<file path="src/rtl/coin_entry_debounce_if.sv">
// Coin entry bus: raw button/switch inputs toward the debouncer, and the
// clean coin strobe, code, status and press count back toward the consumer.
interface coin_entry_debounce_if;
  logic       BTNC;
  logic       SW0;
  logic       SW1;
  logic       COIN_VALID;
  logic [1:0] COIN_CODE;
  logic       BUSY;
  logic [7:0] PRESS_CNT;

  // Side that owns the button and switches and consumes the coin strobe.
  modport master (
    output BTNC, SW0, SW1,
    input  COIN_VALID, COIN_CODE, BUSY, PRESS_CNT
  );

  // Debouncer side.
  modport slave (
    input  BTNC, SW0, SW1,
    output COIN_VALID, COIN_CODE, BUSY, PRESS_CNT
  );
endinterface

</file>
<file path="src/rtl/coin_entry_debounce.sv">
// Coin entry front end: synchronizes the raw push-button and coin-select
// switches, debounces the button on both press and release, and turns each
// clean press into a single-cycle COIN_VALID strobe carrying the coin code
// sampled at that instant. DEBOUNCE_CYCLES and SYNC_STAGES must both be >= 2.
module coin_entry_debounce #(
  parameter int DEBOUNCE_CYCLES = 1000000,
  parameter int SYNC_STAGES     = 2
) (
  input logic                  CLK,
  input logic                  RST,
  coin_entry_debounce_if.slave bus
);

  localparam int CNT_W = $clog2(DEBOUNCE_CYCLES + 1);
  localparam logic [CNT_W-1:0] CNT_LAST = CNT_W'(DEBOUNCE_CYCLES - 1);
  localparam logic [CNT_W-1:0] CNT_ONE  = CNT_W'(1);

  typedef enum logic [1:0] {
    IDLE         = 2'd0,
    PRESS_WAIT   = 2'd1,
    HELD         = 2'd2,
    RELEASE_WAIT = 2'd3
  } state_t;

  logic [SYNC_STAGES-1:0] btn_sync;
  logic [SYNC_STAGES-1:0] sw0_sync;
  logic [SYNC_STAGES-1:0] sw1_sync;
  logic                   btn_s;
  logic [1:0]             sw_s;

  state_t                 state;
  state_t                 state_nxt;
  logic [CNT_W-1:0]       cnt;
  logic [CNT_W-1:0]       cnt_nxt;

  logic                   coin_valid;
  logic                   coin_valid_nxt;
  logic [1:0]             coin_code;
  logic [1:0]             coin_code_nxt;
  logic                   busy;
  logic                   busy_nxt;
  logic [7:0]             press_cnt;
  logic [7:0]             press_cnt_nxt;
  logic                   accept;

  // Synchronizer chains: raw inputs enter only here, oldest sample at the MSB.
  always_ff @(posedge CLK or posedge RST) begin
    if (RST) begin
      btn_sync <= '0;
      sw0_sync <= '0;
      sw1_sync <= '0;
    end else begin
      btn_sync <= {btn_sync[SYNC_STAGES-2:0], bus.BTNC};
      sw0_sync <= {sw0_sync[SYNC_STAGES-2:0], bus.SW0};
      sw1_sync <= {sw1_sync[SYNC_STAGES-2:0], bus.SW1};
    end
  end

  assign btn_s = btn_sync[SYNC_STAGES-1];
  assign sw_s  = {sw1_sync[SYNC_STAGES-1], sw0_sync[SYNC_STAGES-1]};

  // State, stability counter and registered outputs.
  always_ff @(posedge CLK or posedge RST) begin
    if (RST) begin
      state      <= IDLE;
      cnt        <= '0;
      coin_valid <= 1'b0;
      coin_code  <= 2'b00;
      busy       <= 1'b0;
      press_cnt  <= 8'd0;
    end else begin
      state      <= state_nxt;
      cnt        <= cnt_nxt;
      coin_valid <= coin_valid_nxt;
      coin_code  <= coin_code_nxt;
      busy       <= busy_nxt;
      press_cnt  <= press_cnt_nxt;
    end
  end

  // Next state and counter: cnt tracks how long btn_s has held its new level.
  always_comb begin
    state_nxt = state;
    cnt_nxt   = cnt;
    case (state)
      IDLE: begin
        cnt_nxt = '0;
        if (btn_s) begin
          state_nxt = PRESS_WAIT;
          cnt_nxt   = CNT_ONE;
        end
      end
      PRESS_WAIT: begin
        if (!btn_s) begin
          state_nxt = IDLE;
          cnt_nxt   = '0;
        end else if (cnt == CNT_LAST) begin
          state_nxt = HELD;
          cnt_nxt   = '0;
        end else begin
          cnt_nxt = cnt + CNT_ONE;
        end
      end
      HELD: begin
        cnt_nxt = '0;
        if (!btn_s) begin
          state_nxt = RELEASE_WAIT;
          cnt_nxt   = CNT_ONE;
        end
      end
      RELEASE_WAIT: begin
        if (btn_s) begin
          // Release bounce: fall back to HELD without a new strobe.
          state_nxt = HELD;
          cnt_nxt   = '0;
        end else if (cnt == CNT_LAST) begin
          state_nxt = IDLE;
          cnt_nxt   = '0;
        end else begin
          cnt_nxt = cnt + CNT_ONE;
        end
      end
      default: begin
        state_nxt = IDLE;
        cnt_nxt   = '0;
      end
    endcase
  end

  // Output values: strobe, code capture and count advance only on acceptance.
  always_comb begin
    accept         = (state == PRESS_WAIT) && btn_s && (cnt == CNT_LAST);
    coin_valid_nxt = accept;
    coin_code_nxt  = accept ? sw_s : coin_code;
    press_cnt_nxt  = accept ? press_cnt + 8'd1 : press_cnt;
    busy_nxt       = (state_nxt != IDLE);
  end

  assign bus.COIN_VALID = coin_valid;
  assign bus.COIN_CODE  = coin_code;
  assign bus.BUSY       = busy;
  assign bus.PRESS_CNT  = press_cnt;

endmodule

</file>
<file path="src/flat_wrapper.sv">
// flat-port wrapper written by rule: the top's interface ports become plain ports
module coin_entry_debounce_flat 
#(
  parameter int DEBOUNCE_CYCLES = 1000000,
  parameter int SYNC_STAGES     = 2
)
  (CLK, RST, bus_BTNC, bus_SW0, bus_SW1, bus_COIN_VALID, bus_COIN_CODE, bus_BUSY, bus_PRESS_CNT);
  coin_entry_debounce_if bus_i ();
  input logic CLK;
  input logic RST;
  input wire logic [$bits(bus_i.BTNC)-1:0] bus_BTNC;
  input wire logic [$bits(bus_i.SW0)-1:0] bus_SW0;
  input wire logic [$bits(bus_i.SW1)-1:0] bus_SW1;
  output wire logic [$bits(bus_i.COIN_VALID)-1:0] bus_COIN_VALID;
  output wire logic [$bits(bus_i.COIN_CODE)-1:0] bus_COIN_CODE;
  output wire logic [$bits(bus_i.BUSY)-1:0] bus_BUSY;
  output wire logic [$bits(bus_i.PRESS_CNT)-1:0] bus_PRESS_CNT;
  assign bus_i.BTNC = bus_BTNC;
  assign bus_i.SW0 = bus_SW0;
  assign bus_i.SW1 = bus_SW1;
  assign bus_COIN_VALID = bus_i.COIN_VALID;
  assign bus_COIN_CODE = bus_i.COIN_CODE;
  assign bus_BUSY = bus_i.BUSY;
  assign bus_PRESS_CNT = bus_i.PRESS_CNT;
  coin_entry_debounce #(.DEBOUNCE_CYCLES(DEBOUNCE_CYCLES), .SYNC_STAGES(SYNC_STAGES)) u_core (.CLK(CLK), .RST(RST), .bus(bus_i));
endmodule
</file>
<file path="config.mk">
export PLATFORM = sky130hd
export DESIGN_NAME = coin_entry_debounce_flat
export DESIGN_NICKNAME = d
export VERILOG_FILES = /design/src/rtl/coin_entry_debounce_if.sv /design/src/rtl/coin_entry_debounce.sv /design/src/flat_wrapper.sv
export SDC_FILE = /design/constraint.sdc
export NUM_CORES = 1
export LEC_CHECK = 0
export BUFFER_PORTS_ARGS = -buffer_cell sky130_fd_sc_hd__buf_2
export CAP_MARGIN = 20
export CELL_PAD_IN_SITES_DETAIL_PLACEMENT = 1
export CELL_PAD_IN_SITES_GLOBAL_PLACEMENT = 1
export CORE_ASPECT_RATIO = 1.2
export CORE_UTILIZATION = 40
export DETAILED_ROUTE_END_ITERATION = 16
export PLACE_DENSITY = 0.65
export SLEW_MARGIN = 20
export SYNTH_ARGS = -nofsm -noshare
export SYNTH_HDL_FRONTEND = slang
export SYNTH_SLANG_ARGS = --single-unit
export TNS_END_PERCENT = 5
</file>
<file path="constraint.sdc">
create_clock -name CLK -period 6.69 [get_ports CLK]
set_input_delay 0.669 -clock CLK [delete_from_list [all_inputs] [get_ports CLK]]
set_output_delay 0.669 -clock CLK [all_outputs]
set_load 0.02 [all_outputs]
</file>
Word level (Yosys, flattened, before mapping)
Cells that the tools add are included.

storage, ports and cells
  register bits after elaboration = 40
  input bits = 5
  word-level logic and storage cells = 32

cells by class
  add/subtract/negate cells = 2
  equal/unequal tests = 4
  muxes and demuxes = 13
  reductions and logical operators = 4

operators by type and width
  operator                                       count
  one-hot mux 20 bit (4 select lines)            1
  two-way mux 20 bit                             3
  adder 20 x 1 -> 20 bit, second input constant  1
  == test 20 bit, second input constant          1
  two-way mux 2 bit                              6
  adder 8 x 1 -> 8 bit, second input constant    1
  one-hot mux 2 bit (4 select lines)             1
  == test 2 bit, second input constant           2
  == test 2 x 1 -> 1 bit, second input constant  1
  logical AND 1 bit                              2
  logical NOT 2 bit                              1
  two-way mux 1 bit                              2
  nonzero test 2 bit                             1

Depth between registers and ports, before layout
Gate-level depths: netlist of the first run.

  depth after elaboration = 5
  mapped depth = 7
  mapped depth without buffers = 5

Worst setup path before layout of the first run
No wires, ideal clock.

  kind = register to register
  from = reg u_core.cnt[7]
  to = reg u_core.coin_code[0], in the netlist u_core.bus.COIN_CODE[0]
  library setup time = 0.125 ns
  data arrival time = 1.985 ns
  required time = 6.565 ns
  path slack = 4.580 ns
  cell stages (with the launch flop) = 5
  buffers on the path = 0
  clock period less this slack = 2.110 ns
  path through = dfrtp_1 -> or4b_4 -> or4_4 -> nor3_4 -> mux2_2

between the ends
  cells in the longest elaborated chain, start to end = 2

ends and longest elaborated chain
  element                 RTL line                    RTL
  from (decl)             coin_entry_debounce.sv:33   logic [CNT_W-1:0] cnt;
  from (signal assigned)  coin_entry_debounce.sv:73   cnt <= cnt_nxt;
  == test 20 bit          coin_entry_debounce.sv:132  accept = (state == PRESS_WAIT) && btn_s && (cnt == CNT_LAST);
  logical AND 1 bit       coin_entry_debounce.sv:132
  net u_core.accept       coin_entry_debounce.sv:44   logic accept;
  to (signal assigned)    coin_entry_debounce.sv:75   coin_code <= coin_code_nxt;
  to (decl)               coin_entry_debounce.sv:38   logic [1:0] coin_code;

The timed path passes the listed nets, and every way through them passes these cells.
A chain may end at the register's enable or synchronous reset.

Final worst setup path of the first run
  from = reg u_core.cnt[0]
  to = reg u_core.cnt[7]

between the ends
  cells in the longest elaborated chain, start to end = 4

ends and longest elaborated chain
  element                                                          RTL line                                               RTL
  adder 20 x 1 -> 20 bit / == test 20 bit (equally long branches)  --
  two-way mux 20 bit (*)                                           coin_entry_debounce.sv:97, coin_entry_debounce.sv:116
  two-way mux 20 bit (on tied branches)                            coin_entry_debounce.sv:112, coin_entry_debounce.sv:94
  one-hot mux 20 bit (4 select lines) (*)                          coin_entry_debounce.sv:85                              case (state)
  net u_core.cnt_nxt[7]                                            coin_entry_debounce.sv:34                              logic [CNT_W-1:0] cnt_nxt;

The timed path passes the listed nets; every way through them passes the cells marked *.

==> results of run 1 <==
## Yosys cell counts, drive strengths merged
| cell type | n | share of area [%] |
|---|---|---|
| a31oi | 1 | 0.35 |
| and4 | 4 | 2.0 |
| and3b | 1 | 0.49 |
| or3 | 4 | 1.4 |
| nand4b | 1 | 0.49 |
| mux2 | 4 | 2.5 |
| nor3 | 3 | 1.5 |
| a21oi | 6 | 1.7 |
| or4b | 1 | 0.77 |
| nand3 | 9 | 2.5 |
| and3 | 2 | 0.70 |
| dfrtp | 40 | 56 |
| o31ai | 2 | 0.84 |
| and2 | 1 | 0.35 |
| or4 | 4 | 1.9 |
| a21o | 3 | 1.3 |
| xor2 | 11 | 5.4 |
| nor4 | 3 | 1.4 |
| buf | 2 | 0.56 |
| nor4b | 1 | 0.49 |
| clkbuf | 1 | 0.21 |
| o21ai | 3 | 0.84 |
| inv | 3 | 0.63 |
| nor2 | 17 | 3.6 |
| xnor2 | 10 | 4.9 |
| nand2 | 7 | 1.5 |
| or2 | 1 | 0.35 |
| nand3b | 1 | 0.42 |
| nand4 | 9 | 3.2 |
| nand2b | 1 | 0.35 |
| ha | 2 | 1.4 |
## worst max path at each step
stage	slack (ns)	endpoint	start
after floorplan	4.58	u_core.bus.COIN_CODE[0]$_DFFE_PP0P_	u_core.cnt[7]$_DFF_PP0_
after global placement	4.42	u_core.cnt[6]$_DFF_PP0_	u_core.cnt[7]$_DFF_PP0_
after detailed placement	4.29	u_core.cnt[6]$_DFF_PP0_	u_core.cnt[0]$_DFF_PP0_
after CTS	4.25	u_core.cnt[6]$_DFF_PP0_	u_core.cnt[0]$_DFF_PP0_
after global routing	4.03	u_core.cnt[5]$_DFF_PP0_	u_core.cnt[0]$_DFF_PP0_
final	4.31	u_core.cnt[7]$_DFF_PP0_	u_core.cnt[0]$_DFF_PP0_
## through the flow
stage          setup WS [ns]  hold slack, ns  util [%]  std cells  power (mW)
2_1_floorplan           4.58           0.331         -        158       0.260
3_3_place_gp            4.42           0.334      45.2        228       0.264
3_5_place_dp            4.29           0.337      45.2        228       0.265
4_1_cts                 4.25           0.356      48.3        235       0.497
5_1_grt                 4.03           0.366      48.3        235       0.505
6_report                4.31           0.352      48.3        235       0.488
## cell families (layout without fill, tap and decap cells)
logic type               Yosys count  in the layout  share of synthesized area (%)
adder cells (fa/ha/maj)            2              2                           1.40
multiplexers                       4              4                           2.52
buffers and inverters              6             27                           1.40
XOR/XNOR                          21             21                           10.3
AND/OR/NAND/NOR                   70             70                           23.3
AO/OA/AOI/OAI                     15             15                           4.98
flip-flops                        40             40                           56.1
## state kept, by name (all words and copies together) (netlist names)
name / flops
u_core.bus.PRESS_CNT: 8
u_core.btn_sync: 2
u_core.bus.COIN_CODE: 2
u_core.bus.COIN_VALID: 1
u_core.sw1_sync: 2
u_core.state: 2
u_core.cnt: 20
u_core.bus.BUSY: 1
u_core.sw0_sync: 2
## power by group through the flow
stage | combinational (mW) | clock, mW | sequential (mW)
finish | 0.0125 | 0.229 | 0.247
global route | 0.0146 | 0.243 | 0.247
CTS | 0.0131 | 0.237 | 0.247
detailed placement | 0.0131 | 0 | 0.252
global placement | 0.0129 | 0 | 0.251
floorplan | 0.00856 | 0 | 0.252
## routing by layer
layer / up-vias / GRT usage [%] / part of all wire, %
li1: 603 / - / -
met1: 640 / 20.0 / 43
met2: 16 / 33.5 / 54
met3: 4 / 3.64 / 2.4
met4: 0 / 6.20 / 1.1
met5: - / 0 / 0
## area by class of cell
cell class / count / area (µm²)
flip-flops and latches: 40 / 1000
repair buffers: 17 / 87.6
well taps: 56 / 70.1
clock inverters: 2 / 60.1
inverters: 3 / 11.3
clock buffers: 5 / 68.8
fillers: 474 / 2200
multi-input cells: 112 / 758
## worst max-delay path: cells and delay by family (launching register included)
| family | cells | cell delay, ns |
|---|---|---|
| compound gates | 1 | 0.55 |
| flops | 1 | 0.42 |
| simple gates | 3 | 1.06 |
| fa+ha+maj | 1 | 0.21 |
==> impl_metrics.json, run 1 <==
{
  "yosysWarnings": 0,
  "weighted_congestion_reported_at_the_end_of_routability_driven_placement": 0.769,
  "post_cts_hold_buffer_count": 0,
  "vias_per_cell": 5.37,
  "cts_resized": 0,
  "cts_tree": "yes",
  "drtAntennaViolNets": 0,
  "power_per_cell_area_mw_per_mm2": 237,
  "worst-slew-pin-transition_ns": 0.678,
  "global_route.overflow_total": 0,
  "syn_to_final_growth_pct": 15.3,
  "min-delay-start": "u_core.sw0_sync[0]$_DFF_PP0_",
  "worst_path_largest_cell_delay_ns": 0.69,
  "synthesis.nets": 165,
  "min-delay-path-class": "flip-flop to flip-flop",
  "pwr-share-clk_pct": 46.8,
  "unrepaired_setup_endpoints_after_global_routing": "no",
  "core_mm2": 0.00426,
  "cts.sink_count": 40,
  "layout-drive-gt1-share_pct": 18.4,
  "cp_cell_instances": "ha_1 > nand3_1 > nor4_2 > a21o_1 > nor2_1",
  "placementRows": 26,
  "regToRegSetupSlack_ns": 4.31,
  "number_of_cts_inserted_buffers": 5,
  "critPathCaptureType": "flip-flop",
  "netSwitchingPower_mw": 0.0929,
  "reg2reg_to": "u_core.cnt[7]$_DFF_PP0_",
  "detailroute.via_count": 1263,
  "drt_drc_violations_left": 0,
  "path_clk_slew_ns": 0.08,
  "swShare_pct": 19.0,
  "final-setup-viol-count": 0,
  "grt_max_degree": 41,
  "postSynthAreaPerCell_um2": 11.3,
  "leakagePower_nw": 0.932,
  "die_w_um": 63.0,
  "antenna_found_initial": 0,
  "ir_worst_vdd_mv": 0.119,
  "slew-limit-headroom_pct": 54.4,
  "postCtsSetupRepairBufs": 0,
  "most-common-layout-cells": "dfrtp_1, nor2_1, buf_2",
  "synth-seq-area-share_pct": 56.1,
  "synthDistinctLibCells": 34,
  "top_level_ports": 17,
  "pwr-share-comb_pct": 2.6,
  "crit_type": "flip-flop to flip-flop",
  "post_synth_inst_count": 158,
  "clock_skews_ns": 0.0107,
  "worst_setup_path_start_kind": "flip-flop",
  "netlist_area_mm2": 0.00178,
  "setup_tns_ns": 0,
  "most_common_cell_after_layout_fill_and_taps_aside": "dfrtp_1",
  "die-area_mm2": 0.00473,
  "detail_route.wl_per_cell_um": 15.8,
  "drt-initial-drc-count": 53,
  "cts.root.buffer_cell": "clkbuf_8",
  "p_int_mw": 0.395,
  "grt_pass1_wl_um": 6390,
  "finalHoldViolCount": 0,
  "detail_route.first_pass.iterations": 4,
  "grt_usage_pct": 17.8,
  "clock_network_latency_to_the_later_pin_of_the_worst_skew_pair_ns": 0.29,
  "critical_path_fanouts_max": 17,
  "design.final.nets": 186,
  "r2r_cells": 5,
  "start_util_pct": 41.9,
  "vertical_die_dimension_um": 75.2,
  "min_period_over_period_pct": 35.6,
  "first_global_vias": 1338,
  "synth.ff_latch_count": 40,
  "insertedDiodeCount": 0,
  "critical_path_required_ns": 6.84,
  "max_transition_viols_final": 0,
  "drt-total-wl_um": 3720,
  "finalInstanceArea_mm2": 0.00206,
  "count_of_input_and_output_buffers": 16,
  "r2r_start": "u_core.cnt[0]$_DFF_PP0_",
  "htree_levels": 2,
  "detailed_place.area_mm2": 0.00193,
  "finalWorstPathRequiredPeriod_ns": 2.38,
  "status": "finished, final reports clean",
  "achievable_freq_mhz": 420,
  "worst_path_max_delay_cell": "nor4_2",
  "worst-endpoint-arrival_ns": 2.53,
  "endpoint_with_the_worst_hold_slack": "u_core.sw0_sync[1]$_DFF_PP0_",
  "detailed_place_hpwl_um": 2670,
  "reported_max_cap_violation_count": 0,
  "whs_path_depth": 0,
  "cts.path.max_buffers": 2,
  "sequentialPowerShare_pct": 50.6
}
Power figures use the tool's default switching activity.
==> run 2, diff against run 1 <==
- clock period: 6.69 -> 2.44 ns (I/O delays scaled with it)
==> run 2 against run 1 <==
  * Sequential power increased to 2.7 times the previous value
  * Sequential cell count is the same
  * Die area unchanged
  * Clock power grew to 2.7 times the previous value
  * Via count increased by 0.32%
  * Cell count rose by 1.3%
  * Critical path depth shrank 1
  * Final area is 1.1% higher
  * Non-clock buffer count rose by 3
  * Clock-buffer cell count unchanged
==> impl_metrics.json, run 2 (same netlist as run 1, synthesis figures left out) <==
{
  "cp_cell_instances": "or4b_4 > or4_4 > nor3_4 > mux2_2",
  "detail_route.wl_per_cell_um": 15.4,
  "timing.critical_path.max_delay_family": "simple AND/OR/NAND/NOR gates",
  "max_transition_viols_final": 0,
  "start_util_pct": 41.9,
  "worst_setup_path_start_kind": "flip-flop",
  "critPathCaptureType": "flip-flop",
  "finalWorstPathRequiredPeriod_ns": 2.21,
  "most_common_cell_after_layout_fill_and_taps_aside": "dfrtp_1",
  "achievable_freq_mhz": 453,
  "top_level_ports": 17,
  "ir_worst_vdd_mv": 0.236,
  "layout-drive-gt1-share_pct": 19.8,
  "vias_per_cell": 5.32,
  "first_global_vias": 1403,
  "cts.path.max_buffers": 2,
  "slew-limit-headroom_pct": 62.3,
  "worst_path_max_delay_cell": "or4b_4",
  "endpoint_with_the_worst_hold_slack": "u_core.btn_sync[0]$_DFF_PP0_",
  "grt_usage_pct": 17.8,
  "grt_busiest_layer": "met2",
  "die-area_mm2": 0.00473,
  "min_period_over_period_pct": 90.4,
  "drt-initial-drc-count": 52,
  "min-delay-start": "bus_BTNC",
  "cts.sink_count": 40,
  "syn_to_final_growth_pct": 16.5,
  "reg2reg_to": "u_core.bus.PRESS_CNT[1]$_DFFE_PP0P_",
  "drt_drc_violations_left": 0,
  "worst-endpoint-arrival_ns": 2.38,
  "postCtsSetupRepairBufs": 0,
  "core_mm2": 0.00426,
  "whs_path_depth": 1,
  "worst_path_largest_cell_delay_ns": 0.54,
  "min-delay-path-class": "input port to flip-flop",
  "insertedDiodeCount": 0,
  "number_of_cts_inserted_buffers": 5,
  "setup_tns_ns": 0,
  "drtAntennaViolNets": 0,
  "drt-total-wl_um": 3670,
  "detail_route.first_pass.iterations": 4,
  "worst-slew-pin-transition_ns": 0.561,
  "critical_path_fanouts_max": 5,
  "htree_levels": 2,
  "final-setup-viol-count": 0,
  "power_per_cell_area_mw_per_mm2": 643,
  "status": "finished, final reports clean",
  "reported_max_cap_violation_count": 0,
  "count_of_input_and_output_buffers": 16,
  "grt_pass1_wl_um": 6430,
  "cts_resized": 0,
  "timing.hold.ws_ns": 0.0557,
  "detailroute.via_count": 1267,
  "placementRows": 26,
  "antenna_found_initial": 0,
  "detailed_place_hpwl_um": 2630,
  "groute.layer.met1.usage_pct": 19.8,
  "cp.buffers_inverters": 0,
  "vertical_die_dimension_um": 75.2,
  "finalHoldViolCount": 0,
  "grt_max_degree": 41,
  "unrepaired_setup_endpoints_after_global_routing": "no",
  "leakagePower_nw": 0.946,
  "cts_tree": "yes",
  "design.final.nets": 189,
  "most-common-layout-cells": "dfrtp_1, nor2_1, buf_2",
  "grtUsageMet2_pct": 33.2,
  "critical_path_required_ns": 2.62,
  "register_ranked_first_by_flip_flop_count": "u_core.cnt",
  "path_clk_slew_ns": 0.08,
  "regToRegSetupSlack_ns": 0.23,
  "detailedPlace.worstSlack_ns": 0.234,
  "r2r_cells": 4,
  "weighted_congestion_reported_at_the_end_of_routability_driven_placement": 0.824,
  "setup_slack_ns": 0.235,
  "met3_usage_pct": 3.79,
  "global_route.overflow_total": 0,
  "r2r_start": "u_core.cnt[8]$_DFF_PP0_",
  "clock_network_latency_to_the_later_pin_of_the_worst_skew_pair_ns": 0.29,
  "die_w_um": 63.0,
  "largest_register_ffs": 20,
  "crit_type": "flip-flop to flip-flop",
  "post_cts_hold_buffer_count": 0,
  "cts.root.buffer_cell": "clkbuf_8",
  "clock_skews_ns": 0.00678
}
## run 2: changes by cell type in the layout (fill, tap and decap cells not counted), sizes merged
cell,change
buf,+3
## run 2: per-stage QoR
stage | util (%) | power (mW) | cell area, µm² | std cells
finish | 48.8 | 1.34 | 2080 | 238
global route | 48.8 | 1.38 | 2080 | 238
CTS | 48.8 | 1.35 | 2080 | 238
detailed placement | 45.8 | 0.728 | 1950 | 231
global placement | 45.8 | 0.726 | 1950 | 231
floorplan | - | 0.713 | 1780 | 158
## run 2: power breakdown
part,switching [mW],leakage [nW],total (mW),internal [mW]
clock network,0.222,0.0642,0.624,0.403
registers,0.00568,0.538,0.677,0.671
logic,0.0254,0.344,0.0361,0.0107
total,0.253,0.946,1.34,1.08
## run 2: how the worst max path moves through the flow
| stage | startpoint | slack [ns] | end | depth (start not counted) |
|---|---|---|---|---|
| floorplan | u_core.cnt[7]$_DFF_PP0_ | 0.33 | u_core.bus.COIN_CODE[0]$_DFFE_PP0P_ | 4 |
| global placement | u_core.cnt[7]$_DFF_PP0_ | 0.26 | u_core.bus.COIN_CODE[1]$_DFFE_PP0P_ | 4 |
| detailed placement | u_core.cnt[7]$_DFF_PP0_ | 0.23 | u_core.bus.PRESS_CNT[1]$_DFFE_PP0P_ | 4 |
| CTS | u_core.cnt[7]$_DFF_PP0_ | 0.23 | u_core.bus.PRESS_CNT[1]$_DFFE_PP0P_ | 4 |
| global route | u_core.cnt[0]$_DFF_PP0_ | 0.16 | u_core.cnt[18]$_DFF_PP0_ | 6 |
| finish | u_core.cnt[8]$_DFF_PP0_ | 0.23 | u_core.bus.PRESS_CNT[1]$_DFFE_PP0P_ | 4 |
## run 2: area by class of cell
cell class	count	area, µm²
Clock buffer	5	68.8
Clock inverter	2	60.1
Fill cell	486	2180
Inverter	3	11.3
Timing Repair Buffer	20	110
Tap cell	56	70.1
Sequential cell	40	1000
Multi-Input combinational cell	112	758
## run 2: per-layer routing
metal  vias up  routed length, µm
li1        612                  -
met5         -                  0
met3         6                 85
met2        19               1900
met1       630               1630
met4         0                 63
==> run 3, diff against run 2 <==
- CTS_BUF_LIST: default -> sky130_fd_sc_hd__clkbuf_16
==> run 3 against run 2 <==
  * Non-clock buffer count stayed put
  * Clock skew down 0.0036 ns
  * Worst setup slack improved by 0.0023 ns
  * Cell count unchanged
  * Wire length up 1.5%
  * Worst hold slack improved by 0.017 ns
  * Sequential cell count did not move
  * Largest cell class unchanged
==> impl_metrics.json, run 3 (same netlist as run 1, synthesis figures left out) <==
{
  "status": "finished, final reports clean",
  "crit_type": "flip-flop to flip-flop",
  "clock_skews_ns": 0.00323,
  "ir_worst_vdd_mv": 0.354,
  "detail_route.wl_per_cell_um": 15.7,
  "worst-slew-pin-transition_ns": 0.560,
  "syn_to_final_growth_pct": 19.7,
  "most-common-layout-cells": "dfrtp_1, nor2_1, buf_2",
  "cts_resized": 0,
  "path_clk_slew_ns": 0.06,
  "setup_tns_ns": 0,
  "power_per_cell_area_mw_per_mm2": 716,
  "unrepaired_setup_endpoints_after_global_routing": "no",
  "reported_max_cap_violation_count": 0,
  "leakagePower_nw": 0.972,
  "largest_register_ffs": 20,
  "detailed_place.area_mm2": 0.00195,
  "global_route.overflow_total": 0,
  "most_common_cell_after_layout_fill_and_taps_aside": "dfrtp_1",
  "grt_pass1_wl_um": 6520,
  "die-area_mm2": 0.00473,
  "detailed_place_hpwl_um": 2630,
  "worst-endpoint-arrival_ns": 2.36,
  "cts.root.buffer_cell": "clkbuf_16",
  "drt_drc_violations_left": 0,
  "layout-drive-gt1-share_pct": 19.8,
  "htree_levels": 2,
  "whs_path_depth": 1,
  "critical_path_fanouts_max": 5,
  "vias_per_cell": 5.34,
  "die_w_um": 63.0,
  "start_util_pct": 41.9,
  "top_level_ports": 17,
  "finalInstanceArea_mm2": 0.00214,
  "finalHoldViolCount": 0,
  "achievable_freq_mhz": 454,
  "cp_cell_instances": "or4b_4 > or4_4 > nor3_4 > mux2_2",
  "n_fill_cell": 481,
  "critPathCaptureType": "flip-flop",
  "placementRows": 26,
  "worst_path_max_delay_cell": "or4b_4",
  "count_of_input_and_output_buffers": 16,
  "min_period_over_period_pct": 90.3,
  "drtAntennaViolNets": 0,
  "critical_path_required_ns": 2.60,
  "r2r_cells": 4,
  "post_cts_hold_buffer_count": 0,
  "weighted_congestion_reported_at_the_end_of_routability_driven_placement": 0.824,
  "core_mm2": 0.00426,
  "regToRegSetupSlack_ns": 0.24,
  "detailroute.via_count": 1270,
  "finalWorstPathRequiredPeriod_ns": 2.20,
  "drt-total-wl_um": 3730,
  "register_ranked_first_by_flip_flop_count": "u_core.cnt",
  "cts.path.max_buffers": 2,
  "worst_path_largest_cell_delay_ns": 0.54,
  "min-delay-path-class": "input port to flip-flop",
  "max_transition_viols_final": 0,
  "final-setup-viol-count": 0,
  "insertedDiodeCount": 0,
  "first_global_vias": 1381,
  "drt-initial-drc-count": 63,
  "slew-limit-headroom_pct": 62.3,
  "cts.sink_count": 40,
  "design.final.nets": 189,
  "clock_network_latency_to_the_later_pin_of_the_worst_skew_pair_ns": 0.27,
  "cts_tree": "yes",
  "postCtsSetupRepairBufs": 0,
  "vertical_die_dimension_um": 75.2,
  "grt_usage_pct": 18.2,
  "antenna_found_initial": 0,
  "worst_setup_path_start_kind": "flip-flop",
  "number_of_cts_inserted_buffers": 5,
  "grt_max_degree": 41,
  "detail_route.first_pass.iterations": 4
}
run 3: worst paths after layout:
kind / from / to
worst max-delay path: u_core.cnt[8]$_DFF_PP0_ / u_core.bus.PRESS_CNT[1]$_DFFE_PP0P_
worst min-delay path: bus_BTNC / u_core.btn_sync[0]$_DFF_PP0_
worst max register to register: u_core.cnt[8]$_DFF_PP0_ / u_core.bus.PRESS_CNT[1]$_DFFE_PP0P_
worst min register to register: u_core.sw1_sync[0]$_DFF_PP0_ / u_core.sw1_sync[1]$_DFF_PP0_
max in group asynchronous: RST / u_core.cnt[9]$_DFF_PP0_
min in group asynchronous: RST / u_core.sw1_sync[0]$_DFF_PP0_
run 3: cell type report:
class | instances | area [µm²] | area share, %
sequential | 40 | 1000 | 46.9
multi-input combinational | 112 | 758 | 35.5
clock buffer | 5 | 125 | 5.86
timing repair buffer | 20 | 110 | 5.16
tap | 56 | 70.1 | 3.28
clock inverter | 2 | 60.1 | 2.81
inverter | 3 | 11.3 | 0.527
run 3: critical path, delay by kind of cell (launching register included):
kind	cells	cell delay [ns]
DFF	1	0.43
muxes	1	0.37
and+or+nand+nor	3	1.29
run 3: power by group:
part / internal (mW) / leakage (nW) / switching [mW] / total (mW)
sequential: 0.673 / 0.538 / 0.00578 / 0.678
clock: 0.579 / 0.0899 / 0.236 / 0.815
combinational: 0.0107 / 0.344 / 0.0258 / 0.0365
run 3: through the flow:
| stage | std cells | total power [mW] | hold slack [ns] | setup slack [ns] | util (%) |
|---|---|---|---|---|---|
| finish | 238 | 1.53 | 0.0724 | 0.237 | 50.1 |
| CTS | 238 | 1.55 | 0.0674 | 0.226 | 50.1 |
| global placement | 231 | 0.726 | 0.331 | 0.265 | 45.8 |
| floorplan | 158 | 0.713 | 0.275 | 0.330 | - |
| global route | 238 | 1.58 | 0.0668 | 0.156 | 50.1 |
| detailed placement | 231 | 0.728 | 0.338 | 0.234 | 45.8 |
run 3: per-layer routing:
metal	track usage (%)	vias up	part of all wire [%]
li1	-	611	-
met1	20.3	637	44
met2	33.7	16	52
met3	3.33	6	1.8
met4	9.04	0	1.4
met5	0	-	0
